### src/rtl/wheel_sched_pkg.sv
// Shared types and helpers for the wheel update scheduler.
//   state_e      - sequencer states
//   acc_width()  - accumulator width that holds SUBSTEPS full-scale forces
//   force_pair_t - (x,y) force pair at the default updater width
package wheel_sched_pkg;

  typedef enum logic [2:0] {
    ST_IDLE    = 3'd0,
    ST_ISSUE   = 3'd1,
    ST_WAIT    = 3'd2,
    ST_NEXT    = 3'd3,
    ST_PUBLISH = 3'd4
  } state_e;

  // SUBSTEPS is a power of two, so log2 extra bits cover SUBSTEPS x full scale.
  function automatic int acc_width(input int force_size, input int substeps);
    return force_size + $clog2(substeps);
  endfunction

  localparam int FORCE_SIZE_DEF = 8;

  typedef struct packed {
    logic signed [FORCE_SIZE_DEF-1:0] y;
    logic signed [FORCE_SIZE_DEF-1:0] x;
  } force_pair_t;

endpackage

### src/rtl/update_watchdog.sv
// Cycle watchdog for one updater request.
//   clk, rst - clock, async active-high reset
//   clear    - restart the count (takes priority over run)
//   run      - count this cycle
//   expire   - high while running on the LIMIT-th counted cycle
module update_watchdog #(
  parameter int  LIMIT = 4096,
  localparam int CNT_W = $clog2(LIMIT + 1)
) (
  input  logic clk,
  input  logic rst,
  input  logic clear,
  input  logic run,
  output logic expire
);

  localparam logic [CNT_W-1:0] LAST = CNT_W'(LIMIT - 1);

  logic [CNT_W-1:0] cnt_q;

  // Saturates at LAST so an ignored expire cannot wrap into a fresh count.
  always_ff @(posedge clk or posedge rst) begin
    if (rst)                         cnt_q <= '0;
    else if (clear)                  cnt_q <= '0;
    else if (run && cnt_q != LAST)   cnt_q <= cnt_q + 1'b1;
  end

  assign expire = run && (cnt_q == LAST);

endmodule

### src/rtl/wheel_update_scheduler.sv
// Frame sequencer for the shared wheel physics updater. Each frame tick runs
// SUBSTEPS passes over all wheels through one updater (begin/done handshake),
// accumulates per-wheel (x,y) force and publishes the totals.
// Optional feature macro: UPDATE_WATCHDOG_EN (per-request timeout -> error_out).
// Ports:
//   clk_in, rst_in   - clock, async active-high reset
//   frame_in         - frame tick; pause_in blocks it while idle
//   begin_out        - one-cycle updater start
//   wheel_sel_out    - wheel routed to the updater
//   done_in,force_in - updater completion and its (x,y) force
//   forces_out       - per-wheel frame totals [wheel][axis], axis 0 = x
//   frame_done_out   - pulse, forces_out just updated
//   busy_out         - not idle
//   overrun_out      - sticky, tick arrived while busy
//   error_out        - sticky, watchdog abort (0 without the macro)
module wheel_update_scheduler
  import wheel_sched_pkg::*;
#(
  parameter int  NUM_WHEELS     = 2,
  parameter int  SUBSTEPS       = 4,
  parameter int  FORCE_SIZE     = 8,
  parameter int  TIMEOUT_CYCLES = 4096,
  localparam int ACC_W          = acc_width(FORCE_SIZE, SUBSTEPS),
  localparam int SEL_W          = $clog2(NUM_WHEELS)
) (
  input  logic                                         clk_in,
  input  logic                                         rst_in,
  input  logic                                         frame_in,
  input  logic                                         pause_in,
  output logic                                         begin_out,
  output logic [SEL_W-1:0]                             wheel_sel_out,
  input  logic                                         done_in,
  input  logic signed [1:0][FORCE_SIZE-1:0]            force_in,
  output logic signed [NUM_WHEELS-1:0][1:0][ACC_W-1:0] forces_out,
  output logic                                         frame_done_out,
  output logic                                         busy_out,
  output logic                                         overrun_out,
  output logic                                         error_out
);

  localparam int SUB_W = $clog2(SUBSTEPS);
  localparam int EXT_W = ACC_W - FORCE_SIZE;
  localparam logic [SEL_W-1:0] LAST_WHEEL = SEL_W'(NUM_WHEELS - 1);
  localparam logic [SUB_W-1:0] LAST_SUB   = SUB_W'(SUBSTEPS - 1);

  if (NUM_WHEELS < 2 || SUBSTEPS < 2 || TIMEOUT_CYCLES < 2) begin : g_bad_params
    $error("wheel_update_scheduler: NUM_WHEELS, SUBSTEPS, TIMEOUT_CYCLES must be >= 2");
  end

  state_e                              state_q, state_d;
  logic [SUB_W-1:0]                    substep_q;
  logic [NUM_WHEELS-1:0][1:0][ACC_W-1:0] acc;
  logic                                start, accept, wd_expire;

  assign start  = (state_q == ST_IDLE) && frame_in && !pause_in;
  assign accept = (state_q == ST_WAIT) && done_in;

  always_comb begin
    state_d = state_q;
    case (state_q)
      ST_IDLE:    if (start) state_d = ST_ISSUE;
      ST_ISSUE:   state_d = ST_WAIT;
      // A done in the expiry cycle still counts; abort only without one.
      ST_WAIT:    if (done_in)        state_d = ST_NEXT;
                  else if (wd_expire) state_d = ST_IDLE;
      ST_NEXT:    if (wheel_sel_out != LAST_WHEEL || substep_q != LAST_SUB) state_d = ST_ISSUE;
                  else                                                      state_d = ST_PUBLISH;
      ST_PUBLISH: state_d = ST_IDLE;
      default:    state_d = ST_IDLE;
    endcase
  end

  // Status outputs are registered from the next state so they line up with it.
  always_ff @(posedge clk_in or posedge rst_in) begin
    if (rst_in) begin
      state_q        <= ST_IDLE;
      begin_out      <= 1'b0;
      busy_out       <= 1'b0;
      frame_done_out <= 1'b0;
      overrun_out    <= 1'b0;
      wheel_sel_out  <= '0;
      substep_q      <= '0;
      forces_out     <= '0;
    end else begin
      state_q        <= state_d;
      begin_out      <= (state_d == ST_ISSUE);
      busy_out       <= (state_d != ST_IDLE);
      frame_done_out <= (state_d == ST_PUBLISH);
      if (frame_in && state_q != ST_IDLE) overrun_out <= 1'b1;
      if (start) begin
        wheel_sel_out <= '0;
        substep_q     <= '0;
      end
      if (state_q == ST_NEXT) begin
        if (wheel_sel_out != LAST_WHEEL) begin
          wheel_sel_out <= wheel_sel_out + 1'b1;
        end else begin
          wheel_sel_out <= '0;
          if (substep_q != LAST_SUB) substep_q <= substep_q + 1'b1;
        end
      end
      // Last accumulate happened on the WAIT->NEXT edge, so acc is final here.
      if (state_d == ST_PUBLISH) forces_out <= acc;
    end
  end

  // Per-wheel accumulators; sign-extended adds never wrap at ACC_W.
  for (genvar w = 0; w < NUM_WHEELS; w++) begin : g_wheel
    logic [1:0][ACC_W-1:0] acc_q;
    logic                  hit;
    assign hit    = accept && (wheel_sel_out == SEL_W'(w));
    assign acc[w] = acc_q;
    always_ff @(posedge clk_in or posedge rst_in) begin
      if (rst_in) begin
        acc_q <= '0;
      end else if (start) begin
        acc_q <= '0;
      end else if (hit) begin
        for (int a = 0; a < 2; a++)
          acc_q[a] <= acc_q[a] + {{EXT_W{force_in[a][FORCE_SIZE-1]}}, force_in[a]};
      end
    end
  end

`ifdef UPDATE_WATCHDOG_EN
  // Count starts at the ISSUE cycle, so expiry lands TIMEOUT_CYCLES after begin.
  update_watchdog #(.LIMIT(TIMEOUT_CYCLES)) u_watchdog (
    .clk    (clk_in),
    .rst    (rst_in),
    .clear  (state_d == ST_ISSUE),
    .run    (state_q == ST_ISSUE || state_q == ST_WAIT),
    .expire (wd_expire)
  );

  always_ff @(posedge clk_in or posedge rst_in) begin
    if (rst_in)                                          error_out <= 1'b0;
    else if (state_q == ST_WAIT && !done_in && wd_expire) error_out <= 1'b1;
  end
`else
  assign wd_expire = 1'b0;
  assign error_out = 1'b0;
`endif

endmodule

### config.mk
export PLATFORM = sky130hd
export DESIGN_NAME = wheel_update_scheduler
export DESIGN_NICKNAME = d
export VERILOG_FILES = /design/src/rtl/wheel_sched_pkg.sv /design/src/rtl/update_watchdog.sv /design/src/rtl/wheel_update_scheduler.sv
export SDC_FILE = /design/constraint.sdc
export NUM_CORES = 1
export LEC_CHECK = 0
export ABC_AREA = 1
export CAP_MARGIN = 30
export CELL_PAD_IN_SITES_DETAIL_PLACEMENT = 0
export CELL_PAD_IN_SITES_GLOBAL_PLACEMENT = 1
export CORE_AREA = 2 2 135 137
export CTS_BUF_LIST = sky130_fd_sc_hd__clkbuf_8
export DETAILED_ROUTE_END_ITERATION = 8
export DIE_AREA = 0 0 137 139
export PLACE_DENSITY_LB_ADDON = 0.1
export REMOVE_ABC_BUFFERS = 1
export SLEW_MARGIN = 20
export SYNTH_ARGS = -nofsm -noshare
export SYNTH_HDL_FRONTEND = slang
export SYNTH_SLANG_ARGS = --single-unit
### constraint.sdc
create_clock -name clk_in -period 3 [get_ports clk_in]
set_input_delay 0.6 -clock clk_in [delete_from_list [all_inputs] [get_ports clk_in]]
set_output_delay 0.6 -clock clk_in [all_outputs]
set_load 0.005 [all_outputs]
==> metrics.yaml, run 1 <==
yosys:
  synthTopCellsByArea: "dfrtp_1 43%, nand2_1 19%, ha_1 8.9%"
  synth_edf_count: 0
  yosysTopAreaCell: "dfrtp_1"
  ys_types: 32
  yosys_warnings: 0
  async_reset_ff_share_pct: 100
  synth_area_mm2: 0.00521
  synth_ff_type: "dfrtp_1"
  syn_inst: 660
  avgSynthCellArea_um2: 7.89
  synth_top_cell_area_share_pct: 43.2
  synth_seq_cells: 90
  yosysSeqAreaShare_pct: 43.2
cts:
  clk_path_buf_depth: 2
  cts_sinks: 90
  hold_buffers: 0
  cts_max_level: 3
  clk_transition_reported_paths_ps: 100
  clkLatencyLatePin_ps: 390
  cts.repair.resized: 0
  cts_tree: "built"
  post-cts-setup-buffers: 0
  numCtsBuffers: 9
  root_buffer: "clkbuf_8"
timing:
  slew_violations: 0
  rsz0062_at_grt: "no"
  setup_viol: 0
  max_freq_ghz: 0.431
  fin_crit_ps: 2320
  period_share_pct: 77.3
  setup_tns_ps: 0
  final-hold-violation-count: 0
  finClkSkew_ps: 18.4
  slew_headroom_pct: 66.0
  tightestPinTransition_ps: 510
detailed_routing:
  ant_nets: 0
  detail_route.first_pass.iterations: 4
  drc_errors: 0
  drtIter0Drc: 293
  vias: 4297
  via_per_inst: 4.45
  wl_per_cell_um: 14.0
  wirelength_um: 13500
global_route:
  grt_max_degree: 91
  grt_pass1_vias: 4249
  grt_pass1_wl_um: 22400
  grt_overflow: 0
  grt_usage_pct: 15.1
  antenna_found_initial: 0
pwr:
  power_w: 0.00509
  power.density_mw_per_mm2: 810
  ir_drop_mv: 0.355
  p_leak_nw: 3.21
critical_path:
  required_ps: 3270
  crit_type: "input port to flop"
  worstPathArrival_ps: 2590
  cp_max_fo: 3
  startpoint_type: "input port"
  rr_worst_depth: 9
  cp-end-kind: "flop"
placed_design:
  globalplace.congestion: 0.874
  dp_hpwl_um: 9880
  placed_cell_area_mm2: 0.00610
  portBuffers: 65
die:
  dieWidth_um: 137
  die_height_um: 139
  dieArea_mm2: 0.0190
  rows: 49
  start_util_pct: 29.5
  boundaryPins: 67
  core_mm2: 0.0177
layout:
  fin_util_pct: 35.6
  nNetsFinal: 793
  diodes: 0
  drive_gt1_share_pct: 5.71
  fill_cells: 1870
  area.growth.synth_to_final_pct: 20.7
  finalInstanceArea_mm2: 0.00629
min_path:
  hold_depth: 1
  worstHoldPathType: "flop to flop"
flow_run:
  maxCapViolCount: 0
outcome:
  status: "finished clean"
[logic make-up after synthesis]
family | share of synthesized area, %
compound gates | 8.21
other cells | 0.0720
buf+inv | 7.42
simple gates | 28.3
xor+xnor | 2.35
fa+ha+maj | 10.4
flops | 43.2
[power by group]
part | total, W | internal (W) | leakage [nW] | switching [W]
registers | 0.00190 | 0.00161 | 1.18 | 0.000281
clock network | 0.000827 | 0.000362 | 0.105 | 0.000465
logic | 0.00237 | 0.00107 | 1.93 | 0.00130
total | 0.00509 | 0.00305 | 3.21 | 0.00204
[layout make-up]
class | instances | area [um2] | area share, %
multi-input cells | 486 | 2570 | 40.9
well taps | 229 | 287 | 4.56
repair buffers | 74 | 731 | 11.6
flip-flops and latches | 90 | 2250 | 35.8
clock inverters | 4 | 17.5 | 0.279
clock buffers | 12 | 165 | 2.63
inverters | 70 | 264 | 4.20
[Yosys cell counts (2+ instances only)]
cell	n
nand4_1	5
o21ai_2	3
nand3b_1	4
inv_2	7
buf_2	3
nand3_2	2
nor2_1	32
nand3_1	47
buf_4	2
o21ai_1	5
o21a_1	4
o21ai_0	29
a21oi_1	24
xnor2_1	12
xor2_1	2
fa_1	4
ha_1	37
inv_1	63
dfrtp_1	90
nand2_1	259
buf_6	8
o22ai_1	8
[placed cells by master (no fill, tap or decap)]
cell type	synthesis	layout
o21ai_1	5	5
nor2_4	1	1
nand3_1	47	47
o21bai_1	1	1
nand3_2	2	2
nand4_4	1	1
nor3_2	1	1
a21o_1	1	1
nor2_1	32	32
ha_1	37	37
fa_1	4	4
nand2_1	259	259
conb_1	1	1
a21oi_1	24	24
clkinv_2	0	3
buf_4	2	8
o21ai_0	29	29
xor2_1	2	2
nand3b_1	4	4
o21a_1	4	4
o22ai_1	8	8
clkbuf_8	0	12
xnor2_1	12	12
nand4_1	5	5
or2_2	1	1
inv_1	63	64
clkdlybuf4s50_1	0	65
o21ai_2	3	3
o21ai_4	1	1
inv_2	7	7
nor3_4	1	1
dfrtp_1	90	90
buf_12	0	1
[registers in the layout, indices dropped and copies added (netlist names)]
| name | cells |
|---|---|
| frame_done_out | 1 |
| substep_q | 2 |
| acc | 40 |
| forces_out | 40 |
| begin_out | 1 |
| overrun_out | 1 |
| wheel_sel_out | 1 |
| state_q | 3 |
| busy_out | 1 |
[worst max-delay path, stage by stage]
cell	delay, ps
clkdlybuf4s50_1	540
ha_1	220
inv_1	60
fa_1	390
o21ai_0	390
nand2_1	140
nand2_1	80
nand2_1	50
nand3_1	60
nand2_1	50
[layer usage]
| metal | part of all wire, % | up-vias | GRT usage, % |
|---|---|---|---|
| met5 | 0 | - | 0 |
| met4 | 1.8 | 0 | 5.43 |
| met3 | 3.7 | 15 | 2.56 |
| met2 | 44 | 85 | 22.8 |
| met1 | 51 | 1944 | 21.5 |
| li1 | - | 2253 | - |
[final timing paths]
| check | startpoint | end | slack, ps |
|---|---|---|---|
| setup / recovery | force_in[8] | acc[36] | 680 |
| hold reg to reg | overrun_out | overrun_out | 470 |
| min in group asynchronous | rst_in | forces_out[13] | 670 |
| hold / removal | overrun_out | overrun_out | 470 |
| setup reg to reg | acc[30] | acc[36] | 1100 |
| max in group asynchronous | rst_in | acc[37] | 1970 |
[per-stage QoR]
step / setup WS, ps / hold slack [ps] / instances
6_report: 682 / 470 / 965
2_1_floorplan: 64.7 / 451 / 646
3_5_place_dp: 309 / 447 / 949
3_3_place_gp: 313 / 444 / 949
4_1_cts: 722 / 474 / 965
5_1_grt: 535 / 508 / 965
Power figures use the tool's default switching activity.
==> run 2, diff against run 1 <==
clock period = 1.95 ns   (was 3 ns; I/O delays follow)
==> run 2 against run 1 <==
  * Clock power grew 48%
  * First-iteration DRC count shrank 29%
  * Count of clock-buffer cells in the layout fell by 1
  * Critical endpoint is now wheel_sel_out
  * Clock skew down 3.5 ps
  * Routed wire length up 2.1%
  * Sequential share of layout area shrank 2.2 points
  * Critical path depth is 9 lower
  * Global-route usage increased by 0.36 points
  * Register-to-register slack got worse by 840 ps
  * Die area unchanged
  * Sequential cell count unchanged
  * Sequential power grew 54%
==> metrics.yaml, run 2 (synthesis results as in run 1) <==
timing:
  worst_slack_ps: 90.0  # -592 ps
  setup_viol: 0  # unchanged
  slew_violations: 0  # unchanged
  rsz0062_at_grt: "no"
  fin_crit_ps: 1860
  slew_headroom_pct: 66.6  # +0.64 points
  setup_tns_ps: 0  # unchanged
  fin_hold_ws_ps: 464  # -5.45 ps
  tightestPinTransition_ps: 501  # -9.08 ps
  final-hold-violation-count: 0  # unchanged
  max_freq_ghz: 0.538
  finClkSkew_ps: 14.9  # -3.52 ps
  period_share_pct: 95.4
detailed_routing:
  drc_errors: 0  # unchanged
  detail_route.first_pass.iterations: 4  # unchanged
  ant_nets: 0  # unchanged
  wl_per_cell_um: 13.6  # -3.1%
  vias: 4477  # +4.2%
  wirelength_um: 13800  # +2.1%
  drtIter0Drc: 207  # -29%
  via_per_inst: 4.40  # -1.1%
global_route:
  busiest_layer: "met2"
  grt_usage_pct: 15.4  # +0.36 points
  grt_overflow: 0  # unchanged
  grt_pass1_vias: 4420  # +4.0%
  grt_max_degree: 91  # unchanged
  globalRouteMet3Util_pct: 2.67  # +0.11 points
  met2_usage_pct: 22.9  # +0.10 points
  grt_pass1_wl_um: 23000  # +2.6%
  antenna_found_initial: 0  # unchanged
  grt_use_met1_pct: 22.5  # +0.95 points
die:
  die_height_um: 139  # unchanged
  rows: 49  # unchanged
  boundaryPins: 67  # unchanged
  dieWidth_um: 137  # unchanged
  dieArea_mm2: 0.0190  # unchanged
  start_util_pct: 29.5  # unchanged
  core_mm2: 0.0177  # unchanged
critical_path:
  startpoint_type: "flop"
  max_stage_delay_ps: 590  # +50 ps
  cp_num_buf_inv: 1  # -1
  cp_slowest_cell: "clkdlybuf4s50_1"
  path_cells: "clkdlybuf4s50_1"
  crit_family: "buffers and inverters"
  cp_max_fo: 6  # +3
  worstPathArrival_ps: 1470  # -1120 ps
  required_ps: 1560  # -1710 ps
  cp.depth: 1  # -9
  cp-end-kind: "output port"
  crit_type: "flop to output port"
  rr_worst_depth: 10  # +1
placed_design:
  globalplace.congestion: 0.825  # -5.6%
  portBuffers: 65  # unchanged
  place_ws_ps: -397  # -706 ps
  dp_hpwl_um: 10200  # +3.4%
min_path:
  worstHoldPathType: "flop to flop"
  hold_depth: 1  # unchanged
pwr:
  ir_drop_mv: 0.377  # +6.3%
  p_leak_nw: 3.46  # +7.8%
  power.density_mw_per_mm2: 1240  # +53%
cts:
  clkLatencyLatePin_ps: 380  # about the same
  hold_buffers: 0  # unchanged
  cts_tree: "built"
  cts_max_level: 3  # unchanged
  numCtsBuffers: 9  # unchanged
  clk_path_buf_depth: 2  # unchanged
  cts_sinks: 90  # unchanged
  root_buffer: "clkbuf_8"
  clk_transition_reported_paths_ps: 100  # about the same
outcome:
  status: "finished clean"
layout:
  area.growth.synth_to_final_pct: 28.5
  layout_commonest_cell: "nand2_1"
  diodes: 0  # unchanged
  drive_gt1_share_pct: 12.2  # +6.5 points
  nNetsFinal: 846  # +6.7%
  final_cell_mix: "259 x nand2_1, 90 x dfrtp_1, 64 x inv_1, 64 x clkdlybuf4s50_1, 60 x buf_4"
flow_run:
  maxCapViolCount: 0  # unchanged
-- run 2: layer usage --
| metal | vias up | wire [um] |
|---|---|---|
| met2 | 66 | 5920 |
| met1 | 2039 | 7200 |
| met3 | 18 | 417 |
| met5 | - | 0 |
| met4 | 0 | 274 |
| li1 | 2354 | - |
-- run 2: final timing paths --
| path | from | to | slack [ps] |
|---|---|---|---|
| worst max-delay path | wheel_sel_out | wheel_sel_out | 90 |
| worst min-delay path | overrun_out | overrun_out | 460 |
| worst max register to register | acc[10] | acc[18] | 260 |
| worst min register to register | overrun_out | overrun_out | 460 |
| max in group asynchronous | rst_in | acc[36] | 1100 |
| min in group asynchronous | rst_in | forces_out[3] | 480 |
-- run 2: area by class of cell --
cell class	instances	area (um2)
clock buffers	11	151
clock inverters	4	20.0
fillers	1887	11000
inverters	70	264
multi-input cells	486	2580
flip-flops and latches	90	2250
well taps	229	287
repair buffers	127	1140
-- run 2: repair_timing --
action | in CTS | in global routing
resized for setup | 0 | 5
setup endpoints to repair | 0 | 6
hold endpoints to repair | 0 | 0
buffers inserted | 0 | 0
-- run 2: power by group --
part / switching, W / leakage [nW] / total (W) / internal (W)
Clock: 0.000707 / 0.0938 / 0.00122 / 0.000517
Sequential: 0.000434 / 1.18 / 0.00292 / 0.00248
Combinational: 0.00209 / 2.19 / 0.00413 / 0.00204
Total: 0.00323 / 3.46 / 0.00827 / 0.00504
-- run 2: stage by stage --
step                      utilization (%)  area, um2  total power, W  std cells
after floorplan                         -       5090         0.00527        646
after global placement               36.9       6520         0.00707       1002
after detailed placement             36.9       6520         0.00711       1002
after CTS                            37.9       6690         0.00840       1017
after global routing                 37.9       6690         0.00910       1017
final                                37.9       6690         0.00827       1017
==> run 3, diff against run 2 <==
CORE_AREA = 2 2 121 123   (was 2 2 135 137)
DIE_AREA = 0 0 123 125   (was 0 0 137 139)
==> run 3 against run 2 <==
  * Sequential share of layout area about the same
  * Register-to-register slack hardly changed
  * Core utilization is 9.2 points higher
  * Highest routed layer unchanged
==> metrics.yaml, run 3 (synthesis results as in run 1) <==
timing:
  finClkSkew_ps: 10.8  # -4.12 ps
  rsz0062_at_grt: "no"
  slew_headroom_pct: 65.2  # -1.5 points
  fin_hold_ws_ps: 269  # -195 ps
  slew_violations: 0  # unchanged
  final-hold-violation-count: 0  # unchanged
  setup_viol: 0  # unchanged
  setup_tns_ps: 0  # unchanged
  max_freq_ghz: 0.533  # -0.92%
  tightestPinTransition_ps: 522  # +21.3 ps
  fin_crit_ps: 1880  # +17.2 ps
  period_share_pct: 96.3  # +0.88 points
placed_design:
  dpl.cell_count: 954  # -4.8%
  portBuffers: 65  # unchanged
  dp_hpwl_um: 9810  # -4.0%
  globalplace.congestion: 0.839  # +1.8%
detailed_routing:
  wirelength_um: 13100  # -5.1%
  ant_nets: 0  # unchanged
  via_per_inst: 4.61  # +4.7%
  detail_route.first_pass.iterations: 4  # unchanged
  drc_errors: 0  # unchanged
  vias: 4467  # -0.22%
  wl_per_cell_um: 13.5  # -0.43%
  drtIter0Drc: 251  # +21%
critical_path:
  worstPathArrival_ps: 1490  # +20 ps
  cp_max_fo: 6  # unchanged
  max_stage_delay_ps: 580  # about the same
  reg2reg_to: "acc[26]"
  rr_startpoint: "acc[20]"
  startpoint_type: "flop"
  path_cells: "clkdlybuf4s50_1"
  cp-end-kind: "output port"
  crit_family: "buffers and inverters"
  cp_num_buf_inv: 1  # unchanged
  crit_type: "flop to output port"
  ff2ff_setup_slack_ps: 270  # about the same
  required_ps: 1560  # about the same
  rr_worst_depth: 8  # -2
  cp_slowest_cell: "clkdlybuf4s50_1"
cts:
  cts_tree: "built"
  post-cts-setup-buffers: 0  # unchanged
  cts_max_level: 3  # unchanged
  clk_transition_reported_paths_ps: 100  # about the same
  numCtsBuffers: 9  # unchanged
  root_buffer: "clkbuf_8"
  clkLatencyLatePin_ps: 370  # about the same
  clk_path_buf_depth: 2  # unchanged
  hold_buffers: 0  # unchanged
  cts_sinks: 90  # unchanged
global_route:
  grt_max_degree: 37  # -59%
  grt_pass1_wl_um: 22400  # -2.8%
  grt_usage_pct: 18.5  # +3.1 points
  grt_overflow: 0  # unchanged
  grt_pass1_vias: 4505  # +1.9%
  antenna_found_initial: 0  # unchanged
pwr:
  p_clk_share_pct: 18.4  # +3.6 points
  internal_power_w: 0.00538  # +6.8%
  power_w: 0.00859  # +3.9%
  p_sw_share_pct: 37.3  # -1.7 points
  p_leak_nw: 3.49  # +0.76%
  p_sw_w: 0.00321  # -0.59%
  ir_drop_mv: 0.592  # +57%
  power.density_mw_per_mm2: 1280  # +3.9%
  combPwrFrac_pct: 47.6  # -2.3 points
  power_frac_seq_pct: 34.0  # -1.3 points
die:
  start_util_pct: 36.7  # +7.2 points
  core_mm2: 0.0142  # -20%
  boundaryPins: 67  # unchanged
  dieWidth_um: 123  # -10%
  rows: 44  # -10%
  dieArea_mm2: 0.0154  # -19%
  die_height_um: 125  # -10%
layout:
  drive_gt1_share_pct: 12.0  # -0.21 points
  fill_cells: 1427  # -24%
  diodes: 0  # unchanged
  multi_input_area_mm2: 0.00257  # about the same
  fin_util_pct: 47.1  # +9.2 points
  layout_commonest_cell: "nand2_1"
  final_cells: 969  # -4.7%
  area.growth.synth_to_final_pct: 28.5  # about the same
  final_cell_mix: "259 x nand2_1, 90 x dfrtp_1, 63 x clkdlybuf4s50_1"
  regArea_mm2: 0.00225  # unchanged
  nNetsFinal: 843  # -0.35%
min_path:
  worstHoldPathType: "input port to async pin"
outcome:
  status: "finished clean"
flow_run:
  maxCapViolCount: 0  # unchanged
-- run 3: cell types whose count changed in the layout (fill, tap and decap cells not counted), sizes merged --
cell | before | now
clkbuf | 11 | 10
inv | 71 | 69
buf | 62 | 59
dlymetal6s2s | 1 | 2
bufinv | 0 | 3
clkdlybuf4s50 | 64 | 63
-- run 3: what timing repair did --
action	in CTS	in global routing
hold endpoints to repair	0	0
setup endpoints to repair	0	5
resized for setup	0	5
-- run 3: per-layer routing --
layer	up-vias	share of wire, %	global-route usage [%]
met3	11	3.4	2.83
met2	62	45	28.3
li1	2354	-	-
met1	2040	51	27.1
met5	-	0	0
met4	0	1.3	5.61
-- run 3: power groups by stage --
stage | Sequential [W] | Combinational [W] | Clock (W)
after floorplan | 0.00289 | 0.00238 | 0
after global placement | 0.00295 | 0.00404 | 0
after detailed placement | 0.00296 | 0.00410 | 0
after CTS | 0.00293 | 0.00413 | 0.00163
after global routing | 0.00301 | 0.00469 | 0.00172
final | 0.00292 | 0.00409 | 0.00158
-- run 3: through the flow --
step | cell area [um2] | worst slack, ps
floorplan | 5090 | -775
finish | 6700 | 72.7
CTS | 6690 | 51.7
detailed placement | 6450 | -360
global placement | 6450 | -327
global route | 6700 | 13.2
-- run 3: worst max path at each step --
stage | startpoint | to | cells after the start
after floorplan | rst_in | acc[0] | 1
after global placement | force_in[8] | acc[18] | 11
after detailed placement | force_in[8] | acc[18] | 11
after CTS | force_in[8] | acc[18] | 11
after global routing | wheel_sel_out | wheel_sel_out | 1
final | wheel_sel_out | wheel_sel_out | 1
-- run 3: area by class of cell --
type	count	share of cell area [%]
flip-flops and latches	90	33.6
well taps	184	3.44
clock inverters	5	1.53
clock buffers	10	2.06
multi-input cells	486	38.4
repair buffers	124	17.0
inverters	70	3.94
